==> config.mk <==
export PLATFORM = sky130hd
export DESIGN_NAME = mem_access_ctrl_flat
export DESIGN_NICKNAME = d
export VERILOG_FILES = /design/src/rtl/mem_access_ctrl_pkg.sv /design/src/rtl/mem_access_ctrl_if.sv /design/src/rtl/mem_wait_counter.sv /design/src/rtl/mem_access_ctrl.sv /design/src/flat_wrapper.sv
export SDC_FILE = /design/constraint.sdc
export NUM_CORES = 1
export LEC_CHECK = 0
export ABC_AREA = 1
export CORE_UTILIZATION = 35
export CTS_CLUSTER_SIZE = 28
export DETAILED_ROUTE_END_ITERATION = 10
export GPL_TIMING_DRIVEN = 0
export PLACE_DENSITY = 0.75
export SLEW_MARGIN = 0
export SYNTH_ARGS = -nofsm -noshare
export SYNTH_HDL_FRONTEND = slang
export SYNTH_SLANG_ARGS = --single-unit
==> constraint.sdc <==
create_clock -name clk -period 1.05 [get_ports clk]
set_input_delay 0.21 -clock clk [delete_from_list [all_inputs] [get_ports clk]]
set_output_delay 0.21 -clock clk [all_outputs]
set_load 0.02 [all_outputs]
==> src/rtl/mem_access_ctrl_pkg.sv <==
// Shared definitions for the memory access sequencer: IorD codes, FSM states, grant bit positions.
// Latency: none (definitions only). Backpressure: n/a.
package mem_access_ctrl_pkg;

    localparam logic [1:0] IORD_PC     = 2'b00;
    localparam logic [1:0] IORD_ALUOUT = 2'b01;
    localparam logic [1:0] IORD_ALURES = 2'b10;
    localparam logic [1:0] IORD_EXCPT  = 2'b11;

    localparam int GNT_FETCH = 0;
    localparam int GNT_DATA  = 1;
    localparam int GNT_ALU   = 2;
    localparam int GNT_EXCPT = 3;

    // ST_FAULT is only reachable when the alignment check is compiled in
    typedef enum logic [1:0] {
        ST_IDLE   = 2'b00,
        ST_ACCESS = 2'b01,
        ST_DONE   = 2'b10,
        ST_FAULT  = 2'b11
    } state_e;

    // Fixed priority excpt > data > alu > fetch; fetch is the fallback code
    function automatic logic [1:0] arb_pick(input logic excpt, input logic data, input logic alu);
        if (excpt)     return IORD_EXCPT;
        else if (data) return IORD_ALUOUT;
        else if (alu)  return IORD_ALURES;
        else           return IORD_PC;
    endfunction

    function automatic logic [3:0] sel_to_grant(input logic [1:0] sel);
        logic [3:0] g;
        g = 4'b0000;
        unique case (sel)
            IORD_PC:     g[GNT_FETCH] = 1'b1;
            IORD_ALUOUT: g[GNT_DATA]  = 1'b1;
            IORD_ALURES: g[GNT_ALU]   = 1'b1;
            default:     g[GNT_EXCPT] = 1'b1;
        endcase
        return g;
    endfunction

endpackage

==> src/rtl/mem_access_ctrl_if.sv <==
// Requester/memory-port bundle of the memory access sequencer.
// Latency: none (wires). Backpressure: level requests held by the requester until done.
interface mem_access_ctrl_if;
    logic       fetch_req;
    logic       data_req;
    logic       data_we;
    logic       alu_req;
    logic       excpt_req;
    logic [1:0] addr_lo;
    logic [1:0] iord_sel;
    logic       mem_wr;
    logic [3:0] grant;
    logic       busy;
    logic       done;
    logic       fault;

    modport master (
        output fetch_req, data_req, data_we, alu_req, excpt_req, addr_lo,
        input  iord_sel, mem_wr, grant, busy, done, fault
    );

    modport slave (
        input  fetch_req, data_req, data_we, alu_req, excpt_req, addr_lo,
        output iord_sel, mem_wr, grant, busy, done, fault
    );
endinterface

==> src/rtl/mem_wait_counter.sv <==
// Loadable down-counter timing the memory access; saturates at zero.
// Latency: load/decrement visible one cycle later. Backpressure: n/a.
module mem_wait_counter #(
    parameter int CNT_W = 4
) (
    input  logic             clk,
    input  logic             reset,
    input  logic             load,
    input  logic             en,
    input  logic [CNT_W-1:0] load_val,
    output logic             zero
);

    logic [CNT_W-1:0] cnt_q;

    always_ff @(posedge clk) begin
        if (reset) begin
            cnt_q <= '0;
        end else if (load) begin
            cnt_q <= load_val;
        end else if (en && (cnt_q != '0)) begin
            cnt_q <= cnt_q - 1'b1;
        end
    end

    assign zero = (cnt_q == '0);

endmodule

==> src/rtl/mem_access_ctrl.sv <==
// Arbitrates four requesters onto the shared memory port and sequences IDLE/ACCESS/DONE.
// Latency: request sampled -> done after MEM_LAT+1 cycles; no preemption, losers wait at level.
// Optional MEM_ALIGN_CHECK_EN: misaligned data accesses pulse fault instead of issuing.
module mem_access_ctrl
    import mem_access_ctrl_pkg::*;
#(
    parameter int MEM_LAT = 2,
    parameter int CNT_W   = 4
) (
    input  logic              clk,
    input  logic              reset,
    mem_access_ctrl_if.slave  bus
);

    state_e     state_q, state_nxt;
    logic [3:0] grant_q, grant_nxt;
    logic [1:0] sel_q, sel_nxt;
    logic       wr_q, wr_nxt;
    logic       busy_q, busy_nxt;
    logic       done_q, done_nxt;
    logic       fault_q, fault_nxt;
    logic       cnt_load, cnt_en, cnt_zero;
    logic       any_req;
    logic [1:0] win_sel;

    assign any_req = bus.excpt_req | bus.data_req | bus.alu_req | bus.fetch_req;
    assign win_sel = arb_pick(bus.excpt_req, bus.data_req, bus.alu_req);

    mem_wait_counter #(.CNT_W(CNT_W)) u_wait (
        .clk      (clk),
        .reset    (reset),
        .load     (cnt_load),
        .en       (cnt_en),
        .load_val (CNT_W'(MEM_LAT - 1)),
        .zero     (cnt_zero)
    );

    always_comb begin
        state_nxt = state_q;
        grant_nxt = grant_q;
        sel_nxt   = sel_q;
        wr_nxt    = 1'b0;
        busy_nxt  = busy_q;
        done_nxt  = 1'b0;
        fault_nxt = 1'b0;
        cnt_load  = 1'b0;
        cnt_en    = 1'b0;
        unique case (state_q)
            ST_IDLE: begin
                grant_nxt = 4'b0000;
                sel_nxt   = IORD_PC;
                busy_nxt  = 1'b0;
                if (any_req) begin
                    grant_nxt = sel_to_grant(win_sel);
                    sel_nxt   = win_sel;
`ifdef MEM_ALIGN_CHECK_EN
                    if ((win_sel == IORD_ALUOUT) && (bus.addr_lo != 2'b00)) begin
                        state_nxt = ST_FAULT;
                        fault_nxt = 1'b1;
                    end else begin
                        state_nxt = ST_ACCESS;
                        wr_nxt    = (win_sel == IORD_ALUOUT) && bus.data_we;
                        busy_nxt  = 1'b1;
                        cnt_load  = 1'b1;
                    end
`else
                    state_nxt = ST_ACCESS;
                    wr_nxt    = (win_sel == IORD_ALUOUT) && bus.data_we;
                    busy_nxt  = 1'b1;
                    cnt_load  = 1'b1;
`endif
                end
            end
            ST_ACCESS: begin
                cnt_en = 1'b1;
                if (cnt_zero) begin
                    state_nxt = ST_DONE;
                    done_nxt  = 1'b1;
                end
            end
            ST_DONE, ST_FAULT: begin
                state_nxt = ST_IDLE;
                grant_nxt = 4'b0000;
                sel_nxt   = IORD_PC;
                busy_nxt  = 1'b0;
            end
            default: state_nxt = ST_IDLE;
        endcase
    end

    always_ff @(posedge clk) begin
        if (reset) begin
            state_q <= ST_IDLE;
            grant_q <= 4'b0000;
            sel_q   <= IORD_PC;
            wr_q    <= 1'b0;
            busy_q  <= 1'b0;
            done_q  <= 1'b0;
            fault_q <= 1'b0;
        end else begin
            state_q <= state_nxt;
            grant_q <= grant_nxt;
            sel_q   <= sel_nxt;
            wr_q    <= wr_nxt;
            busy_q  <= busy_nxt;
            done_q  <= done_nxt;
            fault_q <= fault_nxt;
        end
    end

`ifndef MEM_ALIGN_CHECK_EN
    // Alignment bits only matter when the check is built in
    logic unused_addr_lo;
    assign unused_addr_lo = ^bus.addr_lo;
`endif

    assign bus.iord_sel = sel_q;
    assign bus.mem_wr   = wr_q;
    assign bus.grant    = grant_q;
    assign bus.busy     = busy_q;
    assign bus.done     = done_q;
    assign bus.fault    = fault_q;

endmodule

==> src/flat_wrapper.sv <==
// flat-port wrapper written by rule: the top's interface ports become plain ports
module mem_access_ctrl_flat import mem_access_ctrl_pkg::*;
#(
    parameter int MEM_LAT = 2,
    parameter int CNT_W   = 4
)
  (clk, reset, bus_fetch_req, bus_data_req, bus_data_we, bus_alu_req, bus_excpt_req, bus_addr_lo, bus_iord_sel, bus_mem_wr, bus_grant, bus_busy, bus_done, bus_fault);
  mem_access_ctrl_if bus_i ();
  input  logic clk;
  input  logic reset;
  input wire logic [$bits(bus_i.fetch_req)-1:0] bus_fetch_req;
  input wire logic [$bits(bus_i.data_req)-1:0] bus_data_req;
  input wire logic [$bits(bus_i.data_we)-1:0] bus_data_we;
  input wire logic [$bits(bus_i.alu_req)-1:0] bus_alu_req;
  input wire logic [$bits(bus_i.excpt_req)-1:0] bus_excpt_req;
  input wire logic [$bits(bus_i.addr_lo)-1:0] bus_addr_lo;
  output wire logic [$bits(bus_i.iord_sel)-1:0] bus_iord_sel;
  output wire logic [$bits(bus_i.mem_wr)-1:0] bus_mem_wr;
  output wire logic [$bits(bus_i.grant)-1:0] bus_grant;
  output wire logic [$bits(bus_i.busy)-1:0] bus_busy;
  output wire logic [$bits(bus_i.done)-1:0] bus_done;
  output wire logic [$bits(bus_i.fault)-1:0] bus_fault;
  assign bus_i.fetch_req = bus_fetch_req;
  assign bus_i.data_req = bus_data_req;
  assign bus_i.data_we = bus_data_we;
  assign bus_i.alu_req = bus_alu_req;
  assign bus_i.excpt_req = bus_excpt_req;
  assign bus_i.addr_lo = bus_addr_lo;
  assign bus_iord_sel = bus_i.iord_sel;
  assign bus_mem_wr = bus_i.mem_wr;
  assign bus_grant = bus_i.grant;
  assign bus_busy = bus_i.busy;
  assign bus_done = bus_i.done;
  assign bus_fault = bus_i.fault;
  mem_access_ctrl #(.MEM_LAT(MEM_LAT), .CNT_W(CNT_W)) u_core (.clk(clk), .reset(reset), .bus(bus_i));
endmodule
### After elaboration in Yosys (flattened, before gate mapping)

Index checks and enable logic that the tools add are counted.

* bits of input ports: 9
* output and inout bits: 10
* register bits: 15
* logic and storage cells: 57

* muxes and demuxes: 21
* reductions and logical operators: 14
* equal/unequal tests: 7
* add/subtract/negate cells: 1
* bitwise gates (word level): 6

Operator list (count)
* 2-bit two-way mux: 6
* 1-bit two-way mux: 10
* 4-bit case mux with 2 select lines: 1
* 2-bit equality test (second input constant): 3
* 2-bit case mux with 3 select lines: 1
* 2-bit OR reduction: 3
* 3-bit OR reduction: 2
* 2-bit by 1-bit equality test with 1-bit output (second input constant): 2
* 2-bit zero test: 2
* 4-bit zero test: 1
* 4-bit two-way mux: 1
* 2-bit by 1-bit inequality test with 1-bit output (second input constant): 2
* 2-bit case mux with 2 select lines: 1
* 2-bit nonzero test: 2
* 4-bit nonzero test: 1
* 4-bit by 1-bit subtractor with 4-bit output (second input constant): 1
* 1-bit inverter: 3
* 1-bit OR: 3
* 1-bit logical AND: 2
* 1-bit case mux with 2 select lines: 1
* 2-bit AND reduction: 1

### Longest topological paths before layout

* depth after elaboration: 8
* mapped depth: 8
* gate-level depth less buffers: 8

### By module

Synthesis repeated with hierarchy kept, for this count alone.

* cell total of the unflattened synthesis: 105
* area, all modules: 733.2 um2

By module, submodules not included
* mem_access_ctrl: cells an instance 64, area each 459.2 um2, instances 1, seq. area each 220.2 um2
* mem_wait_counter: cells an instance 41, area each 274.0 um2, instances 1, seq. area each 80.1 um2

### Least setup slack after synthesis

No wires, ideal clock.

* path type: flip-flop to flip-flop
* start: reg u_core.u_wait.cnt_q[0]
* end: reg u_core.u_wait.cnt_q[3]
* data required time: 934 ps
* library setup time: 116 ps
* path buffers: 0
* path slack: -20 ps
* cell stages (with the launch flop): 8
* period minus slack after synthesis: 1070 ps
* arrival: 955 ps
* path through: dfxtp_1 inv_1 ha_1 nand3_2 nand2_4 clkinv_2 nand2_1 a21oi_1

* word-level cells in the longest chain between the ends: 2
* elaborated cells on any way between the ends: 3
* those cells by class: add/sub (1); reduce/logical (2)

Ends and longest elaborated chain
* start, declared: RTL line mem_wait_counter.sv:14 `logic [CNT_W-1:0] cnt_q;`
* start signal, assigned: RTL line mem_wait_counter.sv:20 `cnt_q <= load_val;`
* start signal, assigned: RTL line mem_wait_counter.sv:22 `cnt_q <= cnt_q - 1'b1;`
* parallel branches: the longest is 2 deep, another holds 4-bit by 1-bit subtractor with 4-bit output

Several ways; the timed one is not identified.
A chain may end at the register's enable or synchronous reset.

### Final worst setup path

* start: reg u_core.u_wait.cnt_q[0]
* end: reg u_core.u_wait.cnt_q[1]

The elaborated chain is that of the path after synthesis.

==> qor.csv <==
metric,value,unit
outcome,finished with violations,
violations,setup timing,
cts_max_path_buffers,2,
clock_skew,0.00139,ns
fmax,0.947,GHz
drt_iter0_drc,8,
ys_ff_latch,15,
place_area,865,um2
min-delay-start,bus_excpt_req,
gp_congestion,0.706,
vias_per_cell,4.26,
max-vdd-ir-drop,849,uV
num_antenna_cells,0,
critPathRequiredTime,1.27,ns
fin_ws,-0.00582,ns
grt_pass1_vias,537,
setup_viol,1,
power,1.49,mW
dp_hpwl,945,um
cp-start-kind,register,
synth_fp_nets,99,
dpl_worst_slack,-0.293,ns
timing.final.crit_share,101,%
p_per_area,1640,nW/um2
via_count,584,
rr_startpoint,u_core.u_wait.cnt_q[0]$_SDFFE_PP0P_,
overflow,0,
crit_type,reg -> reg,
die-area,2070,um2
yosys.area.top_type_share,45.3,%
finalInstanceArea,908,um2
hold_class,in -> reg,
finalNetCount,123,
fin_util,52.0,%
core_area,1750,um2
synth.most_common_cell,nand2_1,
rows,15,
h-tree-depth,1,
drcViolationCount,0,
arrival,1.27,ns
cts_hold_buf,0,
reg2reg_depth,8,
wl,1.19,mm
seqCellArea,304,um2
ios,19,
synth_edf_count,0,
drtPass1Iterations,4,
yosysSeqAreaShare,45.3,%
final_cells,137,
die_x,45.5,um
hold_viol,0,
power_leakage,0.456,nW
min_period,1.06,ns
detail-route-antenna-nets,0,
syn_to_final_growth,37.0,%
clk_pin_slew,0.08,ns
cts_made_buffers,3,
grt_max_degree,9,
port_buffers,15,
rsz0062_at_grt,true,
endpoint_kind,register,
clock_sinks,15,
holdPathEnd,u_core.bus.grant[3]$_SDFFE_PP0P_,
reg2reg_to,u_core.u_wait.cnt_q[1]$_SDFFE_PP0P_,
grtUsageTotal,13.4,%
wire_per_inst,8.72,um
cap_violations,0,
start_util,38.0,%
fillCellCount,177,
synth_warnings,0,
dp_cells,129,
slew_violations,0,
rrSetupSlack,-0.006,ns
antenna_found_initial,0,
syn_inst,89,
cts-root-buf,clkbuf_4,
synth_area,663,um2
multi_input_area,344,um2
grt_pass1_wl,2.03,mm
clk-insertion-delay-late,0.27,ns
ys.flop_type,dfxtp_1,
critPathMaxFanout,7,
tritoncts,built,
syn_avg_cell_area,7.45,um2
drive_gt1_share,33.9,%
yosysTopAreaCell,dfxtp_1,
synth_common_cells,"30 x nand2_1, 15 x dfxtp_1, 9 x inv_1, 5 x nor2_1",
tns,-0.00582,ns
async_reset_ff_share,0,%
synth.distinct_cells,21,
synth_area_leaders,"dfxtp_1 45%, nand2_1 17%, inv_1 5.1%",
die_y,45.5,um
whs_path_depth,3,
hold_slack,0.290,ns
worst max-delay path: stages, from the launching register on:
cell and delay, ns:
dfxtp_2 0.33, inv_2 0.07, ha_4 0.15, nand3_4 0.12
nand2_8 0.12, nand2_2 0.05, o21ai_1 0.07, nand2_1 0.07
inv_1 0.04
metal layers:
layer / part of all wire, % / up-vias / GRT usage, %
li1: - / 316 / -
met1: 46 / 254 / 17.3
met2: 49 / 12 / 22.0
met3: 4.2 / 2 / 2.38
met4: 0.42 / 0 / 5.45
met5: 0 / - / 0
cell families after synthesis:
group / count (synthesis) / share of synthesized area (%)
other: 1 / 0.565
AND/OR/NAND/NOR: 48 / 35.5
adder cells (fa/ha/maj): 1 / 1.89
flip-flops: 15 / 45.3
buffers and inverters: 15 / 9.24
XOR/XNOR: 1 / 1.32
AO/OA/AOI/OAI: 8 / 6.23
where the power goes:
group / internal, mW / total (mW) / switching, mW
combinational: 0.210 / 0.506 / 0.296
clock: 0.147 / 0.306 / 0.160
sequential: 0.634 / 0.674 / 0.0398
placed cells by master (no fill, tap or decap):
master / count
nand2_1: 28
dfxtp_1: 12
buf_2: 9
inv_1: 7
inv_2: 5
nor2_1: 5
buf_4: 5
nand2_2: 4
nand3_1: 4
clkdlybuf4s50_1: 4
a21oi_1: 3
o21ai_1: 3
clkbuf_4: 3
dfxtp_2: 3
dlymetal6s2s_1: 2
nand3_4: 1
nor2_8: 1
nor2_2: 1
clkinv_1: 1
nand3_2: 1
nor2_4: 1
nand2_8: 1
inv_4: 1
xor2_1: 1
a31oi_1: 1
a21oi_2: 1
nand3b_1: 1
ha_4: 1
conb_1: 1
clkbuf_1: 1
worst max path at each step:
stage | from | endpoint | slack [ns] | depth (start not counted)
detailed placement | bus_data_req | u_core.u_wait.cnt_q[1]$_SDFFE_PP0P_ | -0.29 | 8
finish | u_core.u_wait.cnt_q[0]$_SDFFE_PP0P_ | u_core.u_wait.cnt_q[1]$_SDFFE_PP0P_ | -0.006 | 8
CTS | u_core.u_wait.cnt_q[0]$_SDFFE_PP0P_ | u_core.u_wait.cnt_q[2]$_SDFFE_PP0P_ | 0.002 | 7
global route | u_core.u_wait.cnt_q[0]$_SDFFE_PP0P_ | u_core.u_wait.cnt_q[1]$_SDFFE_PP0P_ | -0.07 | 8
global placement | bus_excpt_req | u_core.u_wait.cnt_q[1]$_SDFFE_PP0P_ | -0.28 | 8
floorplan | u_core.u_wait.cnt_q[0]$_SDFFE_PP0P_ | u_core.u_wait.cnt_q[3]$_SDFFE_PP0P_ | 0.02 | 7
repair_timing:
action | 4_1_cts | 5_1_grt
gates cloned | 0 | 0
resized for setup | 39 | 10
setup endpoints to repair | 13 | 7
pin swaps | 2 | 6
setup buffers | 3 | 1
state kept, by name, indices dropped and copies added (netlist names):
name	count
u_core.bus.busy	1
u_core.bus.grant	4
u_core.bus.done	1
u_core.state_q	2
u_core.bus.iord_sel	2
u_core.bus.mem_wr	1
u_core.u_wait.cnt_q	4
layout make-up:
type                            instances  share of cell area, %
Buffer                                  1                  0.826
Clock buffer                            4                   2.89
Inverter                               14                   6.06
Multi-Input combinational cell         59                   37.9
Sequential cell                        15                   33.5
Tap cell                               25                   3.44
Timing Repair Buffer                   19                   15.4
(Power assumes the default switching activity.)
